[src/rtl/master_req_ctrl.sv]
// Per-master request tracker: registers one bus-master transaction, publishes it
// to both slave arbiters and walks it through grant, acknowledge and read-data phases.
`timescale 1ns/1ps
module master_req_ctrl #(
  parameter int unsigned SEL_BIT = 31,
  parameter int unsigned TIMEOUT = 16
) (
  input  logic        clk,
  input  logic        rst,
  input  logic        m_req,
  input  logic        m_cmd,
  input  logic [31:0] m_addr,
  input  logic [31:0] m_wdata,
  output logic        m_ready,
  output logic        m_done,
  output logic        m_err,
  output logic [31:0] m_rdata,
  output logic [1:0]  req_stat,
  output logic        sfor,
  output logic        cmd,
  output logic [31:0] addr,
  output logic [31:0] wdata,
  input  logic        perm_s0,
  input  logic        perm_s1,
  input  logic        ack_s0,
  input  logic        ack_s1,
  input  logic        rvalid_s0,
  input  logic        rvalid_s1,
  input  logic [31:0] rdata_s0,
  input  logic [31:0] rdata_s1
);

  localparam logic [1:0] NO_REQ = 2'd0;
  localparam logic [1:0] WAIT   = 2'd1;
  localparam logic [1:0] W_ACK  = 2'd2;
  localparam logic [1:0] W_DATA = 2'd3;
  localparam logic [7:0] CNT_LAST = 8'(TIMEOUT - 1);

  logic [1:0]  stat_q, stat_d;
  logic        sfor_q, sfor_d;
  logic        cmd_q, cmd_d;
  logic [31:0] addr_q, addr_d;
  logic [31:0] wdata_q, wdata_d;
  logic [31:0] rdata_q, rdata_d;
  logic        done_q, done_d;
  logic        err_q, err_d;
  logic [7:0]  cnt_q, cnt_d;

  logic        perm_sel, ack_sel, rvalid_sel;
  logic [31:0] rdata_sel;

  // Only the slave this request targets is listened to; the other one is ignored.
  assign perm_sel   = sfor_q ? perm_s1   : perm_s0;
  assign ack_sel    = sfor_q ? ack_s1    : ack_s0;
  assign rvalid_sel = sfor_q ? rvalid_s1 : rvalid_s0;
  assign rdata_sel  = sfor_q ? rdata_s1  : rdata_s0;

  // Handshake: a request is taken on a rising edge where m_req && m_ready;
  // m_req while m_ready is low is dropped, never queued.
  assign m_ready  = (stat_q == NO_REQ);
  assign m_done   = done_q;
  assign m_err    = err_q;
  assign m_rdata  = rdata_q;
  assign req_stat = stat_q;
  assign sfor     = sfor_q;
  assign cmd      = cmd_q;
  assign addr     = addr_q;
  assign wdata    = wdata_q;

  always_comb begin
    stat_d  = stat_q;
    sfor_d  = sfor_q;
    cmd_d   = cmd_q;
    addr_d  = addr_q;
    wdata_d = wdata_q;
    rdata_d = rdata_q;
    cnt_d   = cnt_q;
    done_d  = 1'b0;
    err_d   = 1'b0;
    case (stat_q)
      NO_REQ: begin
        if (m_req) begin
          stat_d  = WAIT;
          sfor_d  = m_addr[SEL_BIT];
          cmd_d   = m_cmd;
          addr_d  = m_addr;
          wdata_d = m_wdata;
        end
      end
      WAIT: begin
        if (perm_sel) begin
          stat_d = W_ACK;
          cnt_d  = '0;
        end
      end
      W_ACK: begin
        if (ack_sel && (cmd_q || rvalid_sel)) begin
          stat_d = NO_REQ;
          done_d = 1'b1;
          if (!cmd_q) rdata_d = rdata_sel;
        end else if (ack_sel) begin
          stat_d = W_DATA;
          cnt_d  = '0;
        end else if (cnt_q == CNT_LAST) begin
          stat_d = NO_REQ;
          done_d = 1'b1;
          err_d  = 1'b1;
        end else begin
          cnt_d = cnt_q + 8'd1;
        end
      end
      W_DATA: begin
        // The exit event is checked before expiry so it wins a same-cycle tie.
        if (rvalid_sel) begin
          stat_d  = NO_REQ;
          done_d  = 1'b1;
          rdata_d = rdata_sel;
        end else if (cnt_q == CNT_LAST) begin
          stat_d = NO_REQ;
          done_d = 1'b1;
          err_d  = 1'b1;
        end else begin
          cnt_d = cnt_q + 8'd1;
        end
      end
      default: stat_d = NO_REQ;
    endcase
  end

  always_ff @(posedge clk) begin
    if (rst) begin
      stat_q  <= NO_REQ;
      sfor_q  <= 1'b0;
      cmd_q   <= 1'b0;
      addr_q  <= '0;
      wdata_q <= '0;
      rdata_q <= '0;
      done_q  <= 1'b0;
      err_q   <= 1'b0;
      cnt_q   <= '0;
    end else begin
      stat_q  <= stat_d;
      sfor_q  <= sfor_d;
      cmd_q   <= cmd_d;
      addr_q  <= addr_d;
      wdata_q <= wdata_d;
      rdata_q <= rdata_d;
      done_q  <= done_d;
      err_q   <= err_d;
      cnt_q   <= cnt_d;
    end
  end

endmodule

[config.mk]
export PLATFORM = sky130hd
export DESIGN_NAME = master_req_ctrl
export DESIGN_NICKNAME = d
export VERILOG_FILES = /design/src/rtl/master_req_ctrl.sv
export SDC_FILE = /design/constraint.sdc
export NUM_CORES = 1
export LEC_CHECK = 0
export CORE_MARGIN = 4
export CORE_UTILIZATION = 39
export CTS_CLUSTER_DIAMETER = 50
export DETAILED_ROUTE_END_ITERATION = 7
export PLACE_DENSITY = 0.86
export SYNTH_ARGS = -nofsm -noshare
export SYNTH_HDL_FRONTEND = slang
export SYNTH_SLANG_ARGS = --single-unit
export TNS_END_PERCENT = 1
[constraint.sdc]
create_clock -name clk -period 2.76 [get_ports clk]
set_clock_uncertainty 0.05 [all_clocks]
set_input_delay 0.828 -clock clk [delete_from_list [all_inputs] [get_ports clk]]
set_output_delay 0.828 -clock clk [all_outputs]
set_load 0.02 [all_outputs]
; ---- Word level (Yosys, flattened, before mapping)
; Cells that the tools add are included.
; W data, S select, Z words.
[op_classes]
n_eq_ne = 11
multipliers = 0
shifts = 0
order_cmp = 0
n_addsub = 1
div = 0
muxes = 29
n_bitwise = 0
reduce_logical = 9
[ops]
columns = op, count
row1 = $mux W32, 4
row2 = $pmux W32 S2, 1
row3 = $mux W8, 5
row4 = $pmux W8 S3, 1
row5 = $ne A2 B2 Y1 const B, 7
row6 = $mux W2, 6
row7 = $mux W1, 9
row8 = $add A8 B1 Y8 const B, 1
row9 = $eq A8 B4 Y1 const B, 1
row10 = $pmux W2 S4, 1
row11 = $reduce_and A4 Y1, 2
row12 = $eq A2 B2 Y1 const B, 2
row13 = $pmux W1 S2, 2
row14 = $reduce_and A2 Y1, 2
row15 = $reduce_bool A3 Y1, 1
row16 = $eq A2 B1 Y1 const B, 1
row17 = $logic_not A2 Y1, 1
row18 = $reduce_bool A2 Y1, 1
row19 = $logic_and A1 B1 Y1, 1
row20 = $logic_or A1 B1 Y1, 1
[totals]
elab_cells = 59
output_inout_bits = 103
ram_bits = 0
ff_bits = 110
in_bits = 138
rom_bits = 0
n_memories = 0
latchBits = 0

; ---- Longest topological paths before layout
[logic_depth]
word_depth = 5
depth_mapped = 8

; ---- Least setup slack after synthesis
; No wires, ideal clock.
[synth_path]
kind = in2reg
start = in rvalid_s0
end = reg cnt_q[6]
path_buffers = 1
setup_time_ns = 0.070
t_required_ns = 2.640
cell_stages = 6
arrival_ns = 2.242
path_slack_ns = 0.397
path_cell_list = mux2_4 -> a211o_1 -> and2_1 -> clkbuf_2 -> or4_1 -> a21oi_1
[synth_between]
elab_chain_len = 5
elab_cells_between_ends = 6
cone_classes = eq/ne (2) / mux (1) / reduce/logical (3)
[synth_lines]
columns = item, line
row1 = from (decl), 27  ; input logic rvalid_s0,
row2 = $mux W1 *, 55  ; assign rvalid_sel = sfor_q ? rvalid_s1 : rvalid_s0;
row3 = $logic_or A1 B1 Y1, 97  ; if (ack_sel && (cmd_q || rvalid_sel)) begin
row4 = $logic_and A1 B1 Y1, 97
row5 = $ne A2 B2 Y1 (no source line), -
row6 = $reduce_and A4 Y1 (no source line) *, -
row7 = to (signal assigned), 150  ; cnt_q <= cnt_d;
row8 = to (decl), 47  ; logic [7:0] cnt_q, cnt_d;
; Mark *: on every way between the ends. The rest lies on a longest branch, timed or not.
; A chain may end at the register's enable or synchronous reset.

; ---- Worst setup path after layout
[layout_path]
start = reg stat_q[0] (netlist: req_stat[0])
end = out m_ready
[layout_between]
elab_chain_len = 1
[layout_lines]
columns = item, line
row1 = from (decl), 39  ; logic [1:0] stat_q, stat_d;
row2 = from (signal assigned), 142  ; stat_q <= stat_d;
row3 = $logic_not A2 Y1, 60  ; assign m_ready = (stat_q == NO_REQ);
row4 = to (decl), 14  ; output logic m_ready,
; Every way passes these cells.

==> metrics.cfg <==
[grt]
antenna_found_initial = 0
grt_pass1_vias = 4293
grt_pass1_wl_um = 20240
grt_max_degree = 65
grt_use_total_pct = 19.32
grt.overflow.total = 0

[floorplan]
die-height_um = 113.2
die_w_um = 113.2
top_level_ports = 241
core_mm2 = 0.01084
start_util_pct = 39.83
die_area_mm2 = 0.01282
rows = 38

[sta]
post-route-period-util_pct = 93.15
final-setup-viol-count = 0
tns_ns = 0
worst_pin_slew_ns = 0.5348
finalHoldViolCount = 0
fmax_ghz = 0.3889
rsz0062_at_grt = no
slew_violations = 0
relSlewSlack_pct = 64.10
fin_ws_ns = 0.1889
timing.final.crit_period_ns = 2.571

[power]
leakagePower_nw = 2.451
p_total_mw = 3.408
irDropWorstVdd_mv = 0.2407
powerDensity_mw_per_mm2 = 485.9

[outcome]
status = completed

[synth]
async_flop_share_pct = 0
ys_types = 42
synth_top_cell_by_area = dfxtp_1
synth_area_mm2 = 0.004318
synth_edf_count = 0
seq_area_frac_synth_pct = 50.54
synth_seq_cells = 109
yosys_warnings = 0
netlist_instances = 512
synth_fp_nets = 651
synth_top_area_share_pct = 50.54
synthTopCellsByArea = dfxtp_1 (51%), nand2_1 (12%), a21oi_1 (8.5%), mux2i_1 (7.9%), a211oi_1 (5.9%)
synth_top_flop_cell = dfxtp_1
avgSynthCellArea_um2 = 8.433

[clock_tree]
cts_resized = 0
clkTransAtPathRegs_ns = 0.10
postCtsHoldBufs = 0
cts-root-buf = clkbuf_8
numCtsBuffers = 9
cts.sinks = 109
clk_latency_ns = 0.36
htreeDepth = 3
cts_setup_buffers = 0
clk_path_buf_depth = 2
tritoncts = yes

[worst_setup_path]
worst-setup-path-type = reg -> out
reg2reg_from = addr[31]
end_kind = output port
worstSetupStartpoint = req_stat[0]
critPathArrivalTime_ns = 1.69
critPathMaxFanout = 10
rrSetupSlack_ns = 0.73
cp.required_ns = 1.88
cp-start-kind = register
critPathCapture = m_ready
ff2ff_path_depth = 5
rr_endpoint = cnt_q[6]

[cells_and_area]
multi_input_area_mm2 = 0.001964
fin_nets = 872
insertedDiodeCount = 0
area_delta_synth_final_pct = 62.45
fill_cells = 870
fin_cells = 878
seq_area_mm2 = 0.002183
drive_gt1_share_pct = 4.472

[route]
num_vias = 4416
viasPerCell = 5.030
avgRoutedWirePerCell_um = 14.88
dr.pass1.iters = 4
drtIter0Drc = 320
drt_wl_total_um = 13070
final_antenna_net_count = 0
drc = 0

[placed_design]
dpl_worst_slack_ns = -0.01486
place_inst = 862
gp_congestion = 0.8339
port_buffers = 240
dp_hpwl_um = 9826

[hold_path]
whs_path_depth = 2
hp-class = reg -> reg

[job]
maxCapViolCount = 0

## cells in the mapped netlist, types with 2 or more instances
cell type,instances
clkbuf_1,26
and3_1,3
nand2b_1,2
a211oi_1,34
o21ai_0,4
nand2_1,136
buf_2,5
dfxtp_1,109
nand3_1,3
buf_1,5
and2_1,3
nand4bb_1,2
inv_1,3
nor2_1,41
nor2b_1,2
o21bai_1,2
mux2i_1,34
a21oi_1,73
nor3_1,2
## cell type report
type                            instances  share of cell area (%)
Clock buffer                           10                   1.819
Clock inverter                          6                  0.6778
Inverter                                3                  0.1605
Multi-Input combinational cell        361                   28.01
Sequential cell                       109                   31.13
Tap cell                              140                   2.497
Timing Repair Buffer                  249                   35.71
## cells by family (layout without fill, tap and decap cells)
kind of cell	Yosys count	after routing	share of synthesized area, %
AND/OR/NAND/NOR	200	200	19.01
AO/OA/AOI/OAI	122	122	16.81
flip-flops	109	109	50.54
buffers and inverters	42	268	4.086
multiplexers	37	37	9.070
adder cells (fa/ha/maj)	1	1	0.2897
XOR/XNOR	1	1	0.2029
## metal layers
layer,global-route usage [%],vias up,share of wire (%)
li1,-,2177,-
met1,20.96,2025,39
met2,34.87,192,50
met3,6.738,22,9.3
met4,6.651,0,1.8
met5,0,-,0
## worst max-delay path: stages, from the launching register on
cell             delay (ns)
dfxtp_1                0.43
nor2_1                 0.23
clkdlybuf4s50_1        0.67
## placed cells by master (no fill, tap or decap), types with 2 or more instances in the layout
cell type	count
a211oi_1	34
a21oi_1	73
and2_1	2
and3_1	2
buf_12	3
buf_4	7
clkbuf_8	9
clkdlybuf4s50_1	239
clkinv_4	3
dfxtp_1	108
inv_1	3
mux2i_1	34
nand2_1	135
nand2b_1	2
nand3_1	3
nand4bb_1	2
nor2_1	41
nor2b_1	2
nor3_1	2
o21ai_0	4
o21bai_1	2
## how the worst min path moves through the flow
stage / startpoint / slack (ns) / to
3_3_place_gp: addr[8] / 0.39 / addr[8]
5_1_grt: addr[9] / 0.43 / addr[9]
6_report: wdata[12] / 0.41 / wdata[12]
4_1_cts: wdata[17] / 0.41 / wdata[17]
3_5_place_dp: addr[8] / 0.40 / addr[8]
2_1_floorplan: cnt_q[7] / 0.41 / cnt_q[7]
## per-stage QoR
| stage | hold WS [ns] | utilization, % | area, um2 |
|---|---|---|---|
| after detailed placement | 0.3969 | 63.09 | 6839 |
| after floorplan | 0.4084 | - | 4318 |
| after global routing | 0.4274 | 64.70 | 7014 |
| final | 0.4074 | 64.70 | 7014 |
| after CTS | 0.4113 | 64.70 | 7014 |
| after global placement | 0.3911 | 63.09 | 6839 |
## report_power, final
part | total [mW] | internal [mW] | switching, mW | leakage, nW
registers | 1.71 | 1.66 | 0.0518 | 0.890
logic | 0.816 | 0.434 | 0.382 | 1.47
clock network | 0.882 | 0.336 | 0.546 | 0.0868
## state kept, by name (all words and copies together), names as in the netlist
signal    cells
wdata        32
m_rdata      32
m_err         1
m_done        1
addr         32
cmd           1
cnt_q         8
req_stat      2
(Power assumes the default switching activity.)
